===== src/rtl/alu_ctrl_md.sv =====
// EX-stage ALU control decoder with an iterative multiply/divide unit (one step per cycle).
// Define ALU_CTRL_MD_DIV_EN to build the restoring divider; otherwise DIV*/REM* return all ones.
module alu_ctrl_md #(
  parameter int unsigned XLEN = 32
) (
  input  logic            clk,
  input  logic            rst_n,
  input  logic [31:0]     inst,
  input  logic [1:0]      alu_op,
  input  logic            valid,
  input  logic [XLEN-1:0] op_a,
  input  logic [XLEN-1:0] op_b,
  output logic [3:0]      alu_sel,
  output logic            md_busy,
  output logic            md_done,
  output logic [XLEN-1:0] md_result
);

  localparam int unsigned CntW = $clog2(XLEN);

  typedef enum logic [1:0] {StIdle, StBusy, StDone} state_e;

  logic [2:0] funct3;
  logic       md_op;
  logic       unused_inst;

  assign funct3      = inst[14:12];
  assign md_op       = (alu_op == 2'b10) && inst[25];
  assign unused_inst = ^{inst[31], inst[29:26], inst[24:15], inst[11:0]};

  always_comb begin
    alu_sel = 4'b0010;
    if (md_op) begin
      alu_sel = 4'b1111;
    end else begin
      case (alu_op)
        2'b00:   alu_sel = 4'b0010;
        2'b01:   alu_sel = 4'b0110;
        default: begin
          unique case (funct3)
            3'b000: alu_sel = (alu_op == 2'b10 && inst[30]) ? 4'b0110 : 4'b0010;
            3'b001: alu_sel = 4'b0100;
            3'b010: alu_sel = 4'b1000;
            3'b011: alu_sel = 4'b1001;
            3'b100: alu_sel = 4'b0011;
            3'b101: alu_sel = inst[30] ? 4'b0111 : 4'b0101;
            3'b110: alu_sel = 4'b0001;
            3'b111: alu_sel = 4'b0000;
            default: alu_sel = 4'b0000;
          endcase
        end
      endcase
    end
  end

  state_e          state_q;
  logic [CntW-1:0] cnt_q;
  logic [XLEN-1:0] hi_q, lo_q, opnd_q;
  logic            neg_q;
`ifdef ALU_CTRL_MD_DIV_EN
  logic [2:0]      f3_q;
  logic            rneg_q;
`else
  logic [1:0]      f3_q;
`endif

  assign md_busy = valid && md_op && (state_q != StDone);

  // Operand conditioning at the start edge: magnitudes plus the sign fix-up to apply at the end.
  logic            signed_a, signed_b, a_neg, b_neg, is_div, b_zero, direct_done;
  logic [XLEN-1:0] a_mag, b_mag, lo_init, opnd_init;
  logic            neg_init;

  always_comb begin
    signed_a  = funct3[2] ? !funct3[0] : (funct3[1:0] != 2'b11);
    signed_b  = funct3[2] ? !funct3[0] : !funct3[1];
    a_neg     = signed_a && op_a[XLEN-1];
    b_neg     = signed_b && op_b[XLEN-1];
    a_mag     = a_neg ? -op_a : op_a;
    b_mag     = b_neg ? -op_b : op_b;
    is_div    = funct3[2];
    b_zero    = (op_b == '0);
    // Multiplier sits in lo for MUL*, dividend in lo for DIV*/REM*.
    lo_init   = is_div ? a_mag : b_mag;
    opnd_init = is_div ? b_mag : a_mag;
    // Divide-by-zero quotient must stay all ones, so no negation there.
    neg_init  = (a_neg ^ b_neg) && !(is_div && b_zero);
`ifdef ALU_CTRL_MD_DIV_EN
    direct_done = 1'b0;
`else
    direct_done = is_div;
`endif
  end

  // One iteration step; res_step is the final answer formed from the last step's outputs.
  logic [XLEN:0]     mul_sum;
  logic [XLEN-1:0]   step_hi, step_lo, res_step;
  logic [2*XLEN-1:0] prod, prod_fix;
`ifdef ALU_CTRL_MD_DIV_EN
  logic [XLEN:0]     r_sh, diff;
`endif

  always_comb begin
    mul_sum  = {1'b0, hi_q} + (lo_q[0] ? {1'b0, opnd_q} : '0);
    step_hi  = mul_sum[XLEN:1];
    step_lo  = {mul_sum[0], lo_q[XLEN-1:1]};
    prod     = {step_hi, step_lo};
    prod_fix = neg_q ? -prod : prod;
    res_step = (f3_q[1:0] == 2'b00) ? prod_fix[XLEN-1:0] : prod_fix[2*XLEN-1:XLEN];
`ifdef ALU_CTRL_MD_DIV_EN
    r_sh = {hi_q, lo_q[XLEN-1]};
    diff = r_sh - {1'b0, opnd_q};
    if (f3_q[2]) begin
      if (!diff[XLEN]) begin
        step_hi = diff[XLEN-1:0];
        step_lo = {lo_q[XLEN-2:0], 1'b1};
      end else begin
        step_hi = r_sh[XLEN-1:0];
        step_lo = {lo_q[XLEN-2:0], 1'b0};
      end
      unique case (f3_q[1:0])
        2'b00:   res_step = neg_q ? -step_lo : step_lo;
        2'b01:   res_step = step_lo;
        2'b10:   res_step = rneg_q ? -step_hi : step_hi;
        default: res_step = step_hi;
      endcase
    end
`endif
  end

  always_ff @(posedge clk) begin
    if (!rst_n) begin
      state_q   <= StIdle;
      cnt_q     <= '0;
      md_done   <= 1'b0;
      md_result <= '0;
      hi_q      <= '0;
      lo_q      <= '0;
      opnd_q    <= '0;
      f3_q      <= '0;
      neg_q     <= 1'b0;
`ifdef ALU_CTRL_MD_DIV_EN
      rneg_q    <= 1'b0;
`endif
    end else begin
      md_done <= 1'b0;
      case (state_q)
        StIdle: begin
          if (valid && md_op) begin
            if (direct_done) begin
              state_q   <= StDone;
              md_done   <= 1'b1;
              md_result <= '1;
            end else begin
              state_q <= StBusy;
              cnt_q   <= '0;
              hi_q    <= '0;
              lo_q    <= lo_init;
              opnd_q  <= opnd_init;
              f3_q    <= funct3[$bits(f3_q)-1:0];
              neg_q   <= neg_init;
`ifdef ALU_CTRL_MD_DIV_EN
              rneg_q  <= a_neg;
`endif
            end
          end
        end
        StBusy: begin
          hi_q  <= step_hi;
          lo_q  <= step_lo;
          cnt_q <= cnt_q + 1'b1;
          if (cnt_q == CntW'(XLEN - 1)) begin
            state_q   <= StDone;
            md_done   <= 1'b1;
            md_result <= res_step;
          end
        end
        StDone:  state_q <= StIdle;
        default: state_q <= StIdle;
      endcase
    end
  end

endmodule


===== config.mk =====
export PLATFORM = sky130hd
export DESIGN_NAME = alu_ctrl_md
export DESIGN_NICKNAME = d
export VERILOG_FILES = /design/src/rtl/alu_ctrl_md.sv
export SDC_FILE = /design/constraint.sdc
export NUM_CORES = 1
export LEC_CHECK = 0
export CAP_MARGIN = 40
export CORE_MARGIN = 1.5
export CORE_UTILIZATION = 25
export DETAILED_ROUTE_END_ITERATION = 10
export PLACE_DENSITY = 0.46
export SETUP_SLACK_MARGIN = 0.1
export SYNTH_ARGS = -nofsm -noshare
export SYNTH_HDL_FRONTEND = slang
export SYNTH_SLANG_ARGS = --single-unit

===== constraint.sdc =====
create_clock -name clk -period 3.95 [get_ports clk]
set_input_delay 0.79 -clock clk [delete_from_list [all_inputs] [get_ports clk]]
set_output_delay 0.79 -clock clk [all_outputs]
set_load 0.1 [all_outputs]

==> reports/qor.txt, run 1 <==
Root Driver = clkbuf_16
Post-synth EDFFs = 0
Worst Setup Start Kind = flop
Fin Setup TNS = 0 ps
Port-buffer cells = 111
Clock buffer depth = 2
Die Wd = 205.4 um
Status = complete, no violations
P&R area growth vs syn = 42.30%
Internal power component = 2816 uW
Die area = 0.04218 mm2
Unrepaired setup endpoints after global routing = yes
Synthesized area = 0.01024 mm2
CTS H-tree lvls = 4
Layout cell share with drive strength beyond 1 = 19.63%
Nets = 1746
Fin. max-slew vios = 0
Starting Density = 25.54%
Tmin final = 3847 ps
Ys async rst share = 0%
Largest net degree at the start of global routing = 63
Initial antenna violation count = 0
Yosys warnings = 0
PD cells = 269.0 mW/mm2
Post-DP HPWL = 27910 um
Final Hold Fails = 0
Post-Syn Nets = 1513
CTS clk-pin slew, worst paths = 60 ps
I/O pins = 139
Iteration count of the initial detailed-routing pass = 5
Fmax = 0.2600 GHz
Worst-path maximum fanout = 7
Vias per inst = 5.056
Iter 0 DRT Violations = 590
Worst rel slew slack = 47.03%
Combinational Power Share = 19.0%
Crit path capture type = flop
Sw frac = 28.17%
Seq/Total Area, Yosys = 27.17%
Post-synthesis register bit count = 139
Die Span Y = 205.4 um
Clock sinks = 139
Number of global-route vias before repair = 10390
Gr usage total = 17.09%
Core Rows = 73
Post-synth top flop = dfxtp_1
DRC viols = 0
Max-Cap Viols = 0
Overflow after GRT = 0
Syn Area/Cell = 7.453 um2
Global-route wire length before repair = 56780 um
Worst slew pin tran = 794.6 ps
Synth unique cells = 77
Setup violators final = 0
Ratio of final minimum period to clock period = 97.39%
Switch Pwr = 1104 uW
Peak supply drop = 0.2291 mV
Final wirelength = 36020 um
Crit path arrival time = 4160 ps
CORE AREA = 0.04010 mm2
Power share of the clock group = 44.0%
Worst skew pair latency = 440 ps
Min-delay worst type = reg -> reg
Ant. Diodes = 0
R2R Setup Slk = 100 ps
LEAKAGE = 0.005573 uW
Total CTS buffers = 17
CTS hold repair buffers = 0
CTS tree = yes
Setup CP Type = reg -> reg
Final setup skew = 17.72 ps
Detail-routed net length per standard cell = 16.79 um
WP data required = 4270 ps
DR vias = 10850
Seq pwr share = 37.0%
Cell count after synthesis = 1374
Hold Slack = 461.4 ps
Routed Antenna Nets = 0
GP Congestion = 0.8877
## cells in the mapped netlist (5+ instances only)
cell | number | area share [%]
ha_1 | 37 | 4.5
xor2_1 | 80 | 6.8
a22oi_1 | 28 | 2.1
a221oi_1 | 12 | 1.0
or2_2 | 6 | 0.37
a21boi_0 | 5 | 0.37
dfxtp_1 | 139 | 27
nor4_1 | 19 | 1.2
a222oi_1 | 5 | 0.49
nand2_1 | 89 | 3.3
and3_1 | 10 | 0.61
or3_1 | 18 | 1.1
clkbuf_1 | 79 | 2.9
a211oi_1 | 67 | 4.9
a21oi_1 | 132 | 6.5
o41ai_1 | 10 | 0.86
o21ai_0 | 92 | 4.5
a21o_1 | 7 | 0.51
mux2i_1 | 7 | 0.68
a31oi_1 | 10 | 0.61
or4_1 | 17 | 1.2
o211ai_1 | 7 | 0.51
o31ai_1 | 30 | 2.2
o21a_1 | 7 | 0.51
inv_1 | 19 | 0.70
o21ai_1 | 9 | 0.44
nor3_1 | 30 | 1.5
xnor2_1 | 44 | 3.8
nand2b_1 | 9 | 0.55
and2_1 | 45 | 2.7
nand4_1 | 6 | 0.37
nand3_1 | 10 | 0.49
a311oi_1 | 8 | 0.68
nor2_1 | 207 | 7.6
## power groups by stage
stage	combinational [uW]	sequential, uW	clock [uW]
2_1_floorplan	367	1520	0
3_3_place_gp	669	1480	0
3_5_place_dp	700	1480	0
4_1_cts	725	1450	1770
5_1_grt	806	1450	1830
6_report	745	1450	1720
## state kept, by name, summed over array words and instances, names as in the netlist
| signal | cells |
|---|---|
| cnt_q | 5 |
| f3_q | 2 |
| hi_q | 32 |
| lo_q | 32 |
| md_done | 1 |
| md_result | 32 |
| neg_q | 1 |
| opnd_q | 32 |
| state_q | 2 |
## metal layers
metal  share of wire, %  GRT usage, %
met3                2.9         2.233
met1                 49         23.96
met5                  0             0
met2                 46         27.39
met4                1.7         4.510
## path summary, 6_finish.rpt
kind                                              from                         end  cells past startpoint
worst max-delay path              lo_q[0]$_SDFFE_PN0P_  md_result[30]$_SDFFE_PN0P_                     16
worst max register to register    lo_q[0]$_SDFFE_PN0P_  md_result[30]$_SDFFE_PN0P_                     16
worst min register to register  opnd_q[0]$_SDFFE_PN0P_      opnd_q[0]$_SDFFE_PN0P_                      2
worst min-delay path            opnd_q[0]$_SDFFE_PN0P_      opnd_q[0]$_SDFFE_PN0P_                      2
## cells in the final DEF, fill, tap and decap left out, types with 8 or more instances in the layout
cell type	synthesis	routed
a211oi_1	67	62
a21oi_1	132	119
a21oi_2	0	12
a22oi_1	28	28
a31oi_1	10	9
and2_1	45	42
and3_1	10	10
buf_4	0	150
buf_8	0	31
clkbuf_16	0	17
clkdlybuf4s50_1	0	106
dfxtp_1	139	137
ha_1	37	29
inv_1	19	19
nand2_1	89	89
nand2b_1	9	8
nand3_1	10	9
nor2_1	207	202
nor3_1	30	24
nor4_1	19	15
o21ai_0	92	86
o21ai_1	9	11
o31ai_1	30	25
o41ai_1	10	10
or3_1	18	17
or4_1	17	14
xnor2_1	44	42
xor2_1	80	79
## layout make-up
class                   count  area (um2)
well taps                 525       656.9
clock inverters            11       167.7
clock buffers              21       450.4
multi-input cells        1130        7582
repair buffers            299        2854
fillers                  4176       25530
inverters                  20       75.07
flip-flops and latches    139        2785
## through the flow
stage                     power, uW  instance area (um2)  utilization (%)  worst slack, ps  cells
after floorplan                1891                10290                -            104.2   1374
after global placement         2150                12800            31.91           -81.19   2066
after detailed placement       2181                13340            33.26           -128.0   2100
after CTS                      3946                14190            35.39            65.24   2139
after global routing           4088                14570            36.34           -52.10   2145
final                          3920                14570            36.34            103.2   2145
## critical path: stages (launching register included)
cell      delay [ps]
dfxtp_2          330
and2_4           160
ha_4             160
fa_2             360
a21o_1           200
a221o_2          420
buf_12           160
buf_6            110
a31o_4           210
o211ai_1         190
o221ai_2         200
nor4_4           200
buf_4            170
nand4_1           80
or4_1            510
o21a_1           110
o21a_1           150
## kinds of logic after synthesis
kind of cell             Yosys count  synth area share [%]
AND/OR/NAND/NOR                  491                 22.94
multiplexers                       8                0.7943
flip-flops                       139                 27.17
AO/OA/AOI/OAI                    469                 29.80
buffers and inverters            105                 3.971
adder cells (fa/ha/maj)           38                 4.716
XOR/XNOR                         124                 10.61
## what timing repair did
item | CTS | global route
endpoints found under the setup margin | 18 | 18
gates resized for setup | 32 | 69
buffers inserted | 7 | 6
pin swaps | 19 | 28
Power figures use the tool's default switching activity.
==> run 2: changes to the inputs <==
--- a/config.mk
+++ b/config.mk
@@ -6,6 +6,7 @@
 export NUM_CORES = 1
 export LEC_CHECK = 0
 export CAP_MARGIN = 40
+export CORE_ASPECT_RATIO = 1.4
 export CORE_MARGIN = 1.5
 export CORE_UTILIZATION = 25
 export DETAILED_ROUTE_END_ITERATION = 10
==> run 2 against run 1 <==
  * Flip-flop and latch count unchanged
  * Sequential share of layout area decreased by 0.36 points
  * First-iteration DRC count decreased by 15%
  * Combinational power about the same
  * Design area increased by 1.9%
  * Final cell count increased by 0.51%
  * Maximum frequency increased by 3.1%
  * Routed wire length increased by 5.1%
  * Via count increased by 0.77%
==> reports/qor.txt, run 2 (synthesis results as in run 1) <==
Nets = 1748
CTS hold repair buffers = 0
Layout cell share with drive strength beyond 1 = 22.75%
Final setup skew = 10.20 ps
Crit path capture type = flop
Detail-routed net length per standard cell = 17.56 um
Worst slew pin tran = 703.4 ps
Clock buffer depth = 2
Crit path arrival time = 4080 ps
Setup CP Type = reg -> reg
Setup violators final = 0
Die Span Y = 242.5 um
Iteration count of the initial detailed-routing pass = 4
Clock sinks = 139
Tmin final = 3733 ps
Status = complete, no violations
CORE AREA = 0.04039 mm2
CTS clk-pin slew, worst paths = 60 ps
Total CTS buffers = 17
Grt met1 use = 20.02%
Core Rows = 87
Most common cell after layout, fill and taps aside = nor2_1
Iter 0 DRT Violations = 501
Final Hold Fails = 0
PD cells = 258.4 mW/mm2
Global-route wire length before repair = 58930 um
Unrepaired setup endpoints after global routing = yes
Placed Area = 0.01336 mm2
GP Congestion = 0.8713
Max-Cap Viols = 0
Overflow after GRT = 0
Largest net degree at the start of global routing = 95
P&R area growth vs syn = 45.01%
Most frequent cells in the layout = nor2_1, buf_4, dfxtp_1
DRC viols = 0
Post-Layout Cell Count = 2156
Fin Setup TNS = 0 ps
LEAKAGE = 0.005562 uW
Min-delay worst type = reg -> reg
Gr usage total = 17.78%
CTS H-tree lvls = 4
Initial antenna violation count = 0
Routing usage on met3 = 2.166%
Placed cells = 2105
Fin. max-slew vios = 0
Starting Density = 25.36%
Die area = 0.04220 mm2
Final instance area = 0.01485 mm2
Port-buffer cells = 111
Number of global-route vias before repair = 10680
Die Wd = 174.0 um
Hold Slack = 457.1 ps
GRT Max-Usage Layer = met2
Pwr Total = 3837 uW
Ant. Diodes = 0
Worst Setup Start Kind = flop
WP data required = 4300 ps
Fmax = 0.2679 GHz
Routed Antenna Nets = 0
I/O pins = 139
Post-DP HPWL = 28740 um
Worst rel slew slack = 53.11%
Worst skew pair latency = 450 ps
M2 GR Usage = 32.29%
Worst-path maximum fanout = 5
Ratio of final minimum period to clock period = 94.50%
DR vias = 10930
CTS tree = yes
Final wirelength = 37860 um
Vias per inst = 5.069
Root Driver = clkbuf_16
Peak supply drop = 0.1863 mV
run 2: path summary, 6_finish.rpt:
kind / depth (start not counted) / start / slack (ps) / endpoint
max: 16 / lo_q[0]$_SDFFE_PN0P_ / 220 / md_result[27]$_SDFFE_PN0P_
min: 2 / opnd_q[17]$_SDFFE_PN0P_ / 460 / opnd_q[17]$_SDFFE_PN0P_
max reg2reg: 16 / lo_q[0]$_SDFFE_PN0P_ / 220 / md_result[27]$_SDFFE_PN0P_
min reg2reg: 2 / opnd_q[17]$_SDFFE_PN0P_ / 460 / opnd_q[17]$_SDFFE_PN0P_
run 2: critical path: stages (launching register included):
cell      delay, ps
dfxtp_2         330
buf_4           150
and2_1          180
ha_4            240
o211a_4         270
buf_4           130
a21o_1          220
o21ai_2         180
buf_6           140
a21o_1          180
a21oi_1         110
or3_1           330
a221o_2         420
buf_4           160
o31ai_4         230
xnor2_1          90
a221oi_1        270
run 2: where the power goes:
group	switching (uW)	leakage, uW	internal [uW]
registers	24.3	0.00112	1430
logic	419	0.00416	323
clock network	664	0.000280	981
run 2: per-stage QoR:
stage,utilization [%],worst slack (ps)
4_1_cts,35.27,64.81
2_1_floorplan,-,104.2
3_3_place_gp,31.79,-161.2
5_1_grt,36.77,73.79
6_report,36.77,217.1
3_5_place_dp,33.07,-145.4
run 2: area by class of cell:
type	count	area, um2
fill	4209	25540
inverter	20	75.07
tap	534	668.1
sequential	139	2785
clock buffer	23	478.0
timing repair buffer	300	2864
clock inverter	9	113.9
multi-input combinational	1131	7865
run 2: repair_timing:
action                                  in CTS  in global routing
endpoints found under the setup margin      16                 19
setup buffers                                7                 11
gates resized for setup                     47                110
pin swaps                                   18                 42
gates cloned                                 1                  0
run 2: per-layer routing:
metal / routed length (um) / vias to the layer above
met4: 1851 / 0
met5: 0 / -
li1: - / 5549
met1: 15680 / 5142
met3: 861 / 63
met2: 19460 / 175
==> run 3: changes to the inputs <==
--- a/config.mk
+++ b/config.mk
@@ -10,6 +10,8 @@
 export CORE_MARGIN = 1.5
 export CORE_UTILIZATION = 25
 export DETAILED_ROUTE_END_ITERATION = 10
+export GPL_ROUTABILITY_DRIVEN = 0
+export MAX_ROUTING_LAYER = met4
 export PLACE_DENSITY = 0.46
 export SETUP_SLACK_MARGIN = 0.1
 export SYNTH_ARGS = -nofsm -noshare
==> run 3 against run 2 <==
  * Critical path depth did not move
  * Flip-flop and latch count did not move
  * Die area is the same
  * Via count decreased by 0.66%
  * Design area is 2.8% lower
  * Setup slack worse by 110 ps
  * Register-to-register slack lost 110 ps
  * Power rose by 1.9%
  * Critical endpoint is now md_result[22]$_SDFFE_PN0P_
  * Largest cell class unchanged
==> reports/qor.txt, run 3 (synthesis results as in run 1) <==
Die Wd = 174.0 um
Tmin final = 3844 ps
Status = complete, no violations
Gr usage total = 17.98%
Post-DP HPWL = 28420 um
Setup ws final = 106.2 ps
Most common cell after layout, fill and taps aside = nor2_1
Unrepaired setup endpoints after global routing = yes
Nets = 1733
Setup CP Type = reg -> reg
CTS clk-pin slew, worst paths = 60 ps
Sw frac = 28.54%
Fmax = 0.2602 GHz
Reg2reg start = opnd_q[0]$_SDFFE_PN0P_
Final setup skew = 10.59 ps
CORE AREA = 0.04039 mm2
Ant. Diodes = 0
Worst r2r path cells = 16
Crit path arrival time = 4150 ps
Final Hold Fails = 0
CTS H-tree lvls = 4
Worst slew pin tran = 969.4 ps
LEAKAGE = 0.005494 uW
P&R area growth vs syn = 40.97%
DR vias = 10860
R2R Setup Slk = 110 ps
Final wirelength = 37180 um
Fin Setup TNS = 0 ps
Global-route wire length before repair = 58190 um
Worst skew pair latency = 450 ps
Most frequent cells in the layout = nor2_1, buf_4, dfxtp_1
Total CTS buffers = 17
Fin. max-slew vios = 0
Root Driver = clkbuf_16
Core Rows = 87
Clock buffer depth = 2
Min-delay worst type = reg -> reg
Routed Antenna Nets = 0
Crit path capture type = flop
Overflow after GRT = 0
Switch Pwr = 1116 uW
Filler cells = 4202
Largest net degree at the start of global routing = 71
Iter 0 DRT Violations = 436
DRC viols = 0
Number of global-route vias before repair = 10580
Die Span Y = 242.5 um
CTS hold repair buffers = 0
Port-buffer cells = 111
Hold wc startpoint = opnd_q[21]$_SDFFE_PN0P_
Vias per inst = 5.071
Die area = 0.04220 mm2
CTS tree = yes
Initial antenna violation count = 0
Pwr Total = 3910 uW
Worst Setup Start Kind = flop
Dpl ws = -140.8 ps
Iteration count of the initial detailed-routing pass = 5
Power share of the clock group = 44.3%
I/O pins = 139
Ratio of final minimum period to clock period = 97.31%
Combinational Power Share = 18.6%
Peak supply drop = 0.2338 mV
WP data required = 4260 ps
Setup violators final = 0
Worst-path maximum fanout = 8
Layout cell share with drive strength beyond 1 = 19.10%
Detail-routed net length per standard cell = 17.37 um
Reg-to-Reg End = md_result[22]$_SDFFE_PN0P_
Seq pwr share = 37.1%
Starting Density = 25.36%
Worst rel slew slack = 35.38%
Clock sinks = 139
Hold endpoint = opnd_q[21]$_SDFFE_PN0P_
Internal power component = 2794 uW
WHS Path Cells = 2
PD cells = 270.9 mW/mm2
Max-Cap Viols = 0
run 3: metrics by stage:
step	hold slack (ps)	instance area [um2]	util [%]	cells
after floorplan	427.3	10290	-	1374
after global placement	446.6	12740	31.55	2063
after detailed placement	453.6	13250	32.80	2097
after CTS	461.8	14100	34.93	2137
after global routing	477.2	14440	35.74	2141
final	456.1	14440	35.74	2141
run 3: timing repair:
item                       4_1_cts  5_1_grt
setup buffers                    8        4
setup endpoints to repair       14       20
pin swaps                       15       35
gates cloned                     0        0
gates resized for setup         35       61
run 3: final cells by class:
| class | instances | area [um2] | area share [%] |
|---|---|---|---|
| Sequential cell | 139 | 2785 | 19.29 |
| Tap cell | 534 | 668.1 | 4.629 |
| Clock buffer | 23 | 488.0 | 3.380 |
| Timing Repair Buffer | 286 | 2713 | 18.79 |
| Clock inverter | 9 | 135.1 | 0.9361 |
| Inverter | 20 | 75.07 | 0.5201 |
| Multi-Input combinational cell | 1130 | 7571 | 52.45 |
run 3: worst max-delay path by stage:
stage,startpoint,depth (start not counted),to
final,opnd_q[0]$_SDFFE_PN0P_,16,md_result[22]$_SDFFE_PN0P_
after global routing,lo_q[0]$_SDFFE_PN0P_,16,md_result[27]$_SDFFE_PN0P_
after CTS,lo_q[0]$_SDFFE_PN0P_,18,md_result[27]$_SDFFE_PN0P_
after detailed placement,lo_q[0]$_SDFFE_PN0P_,16,md_result[27]$_SDFFE_PN0P_
after global placement,lo_q[0]$_SDFFE_PN0P_,16,md_result[27]$_SDFFE_PN0P_
after floorplan,lo_q[0]$_SDFFE_PN0P_,16,md_result[19]$_SDFFE_PN0P_
run 3: routing by layer:
layer,GRT usage (%),up-vias,part of all wire [%]
li1,-,5520,-
met1,19.63,5124,42
met2,32.40,155,52
met3,1.977,58,2.0
met4,8.443,0,4.2
met5,-,-,0
run 3: power by group through the flow:
stage	clock (uW)	sequential (uW)	combinational, uW
3_3_place_gp	0	1480	669
2_1_floorplan	0	1520	367
3_5_place_dp	0	1480	697
4_1_cts	1770	1450	708
6_report	1730	1450	726
5_1_grt	1830	1450	789
run 3: worst max-delay path, cell delays in order, from the launching register on:
cell and delay (ps):
dfxtp_1 310, and2_4 160, ha_4 150, fa_2 350, a21o_1 210, a221o_2 450
a32o_2 320, a211oi_4 260, xnor2_2 120, buf_4 150, buf_4 120, buf_4 160
nor3_4 170, nand3_1 110, o31ai_2 230, xor2_1 300, a221oi_1 140
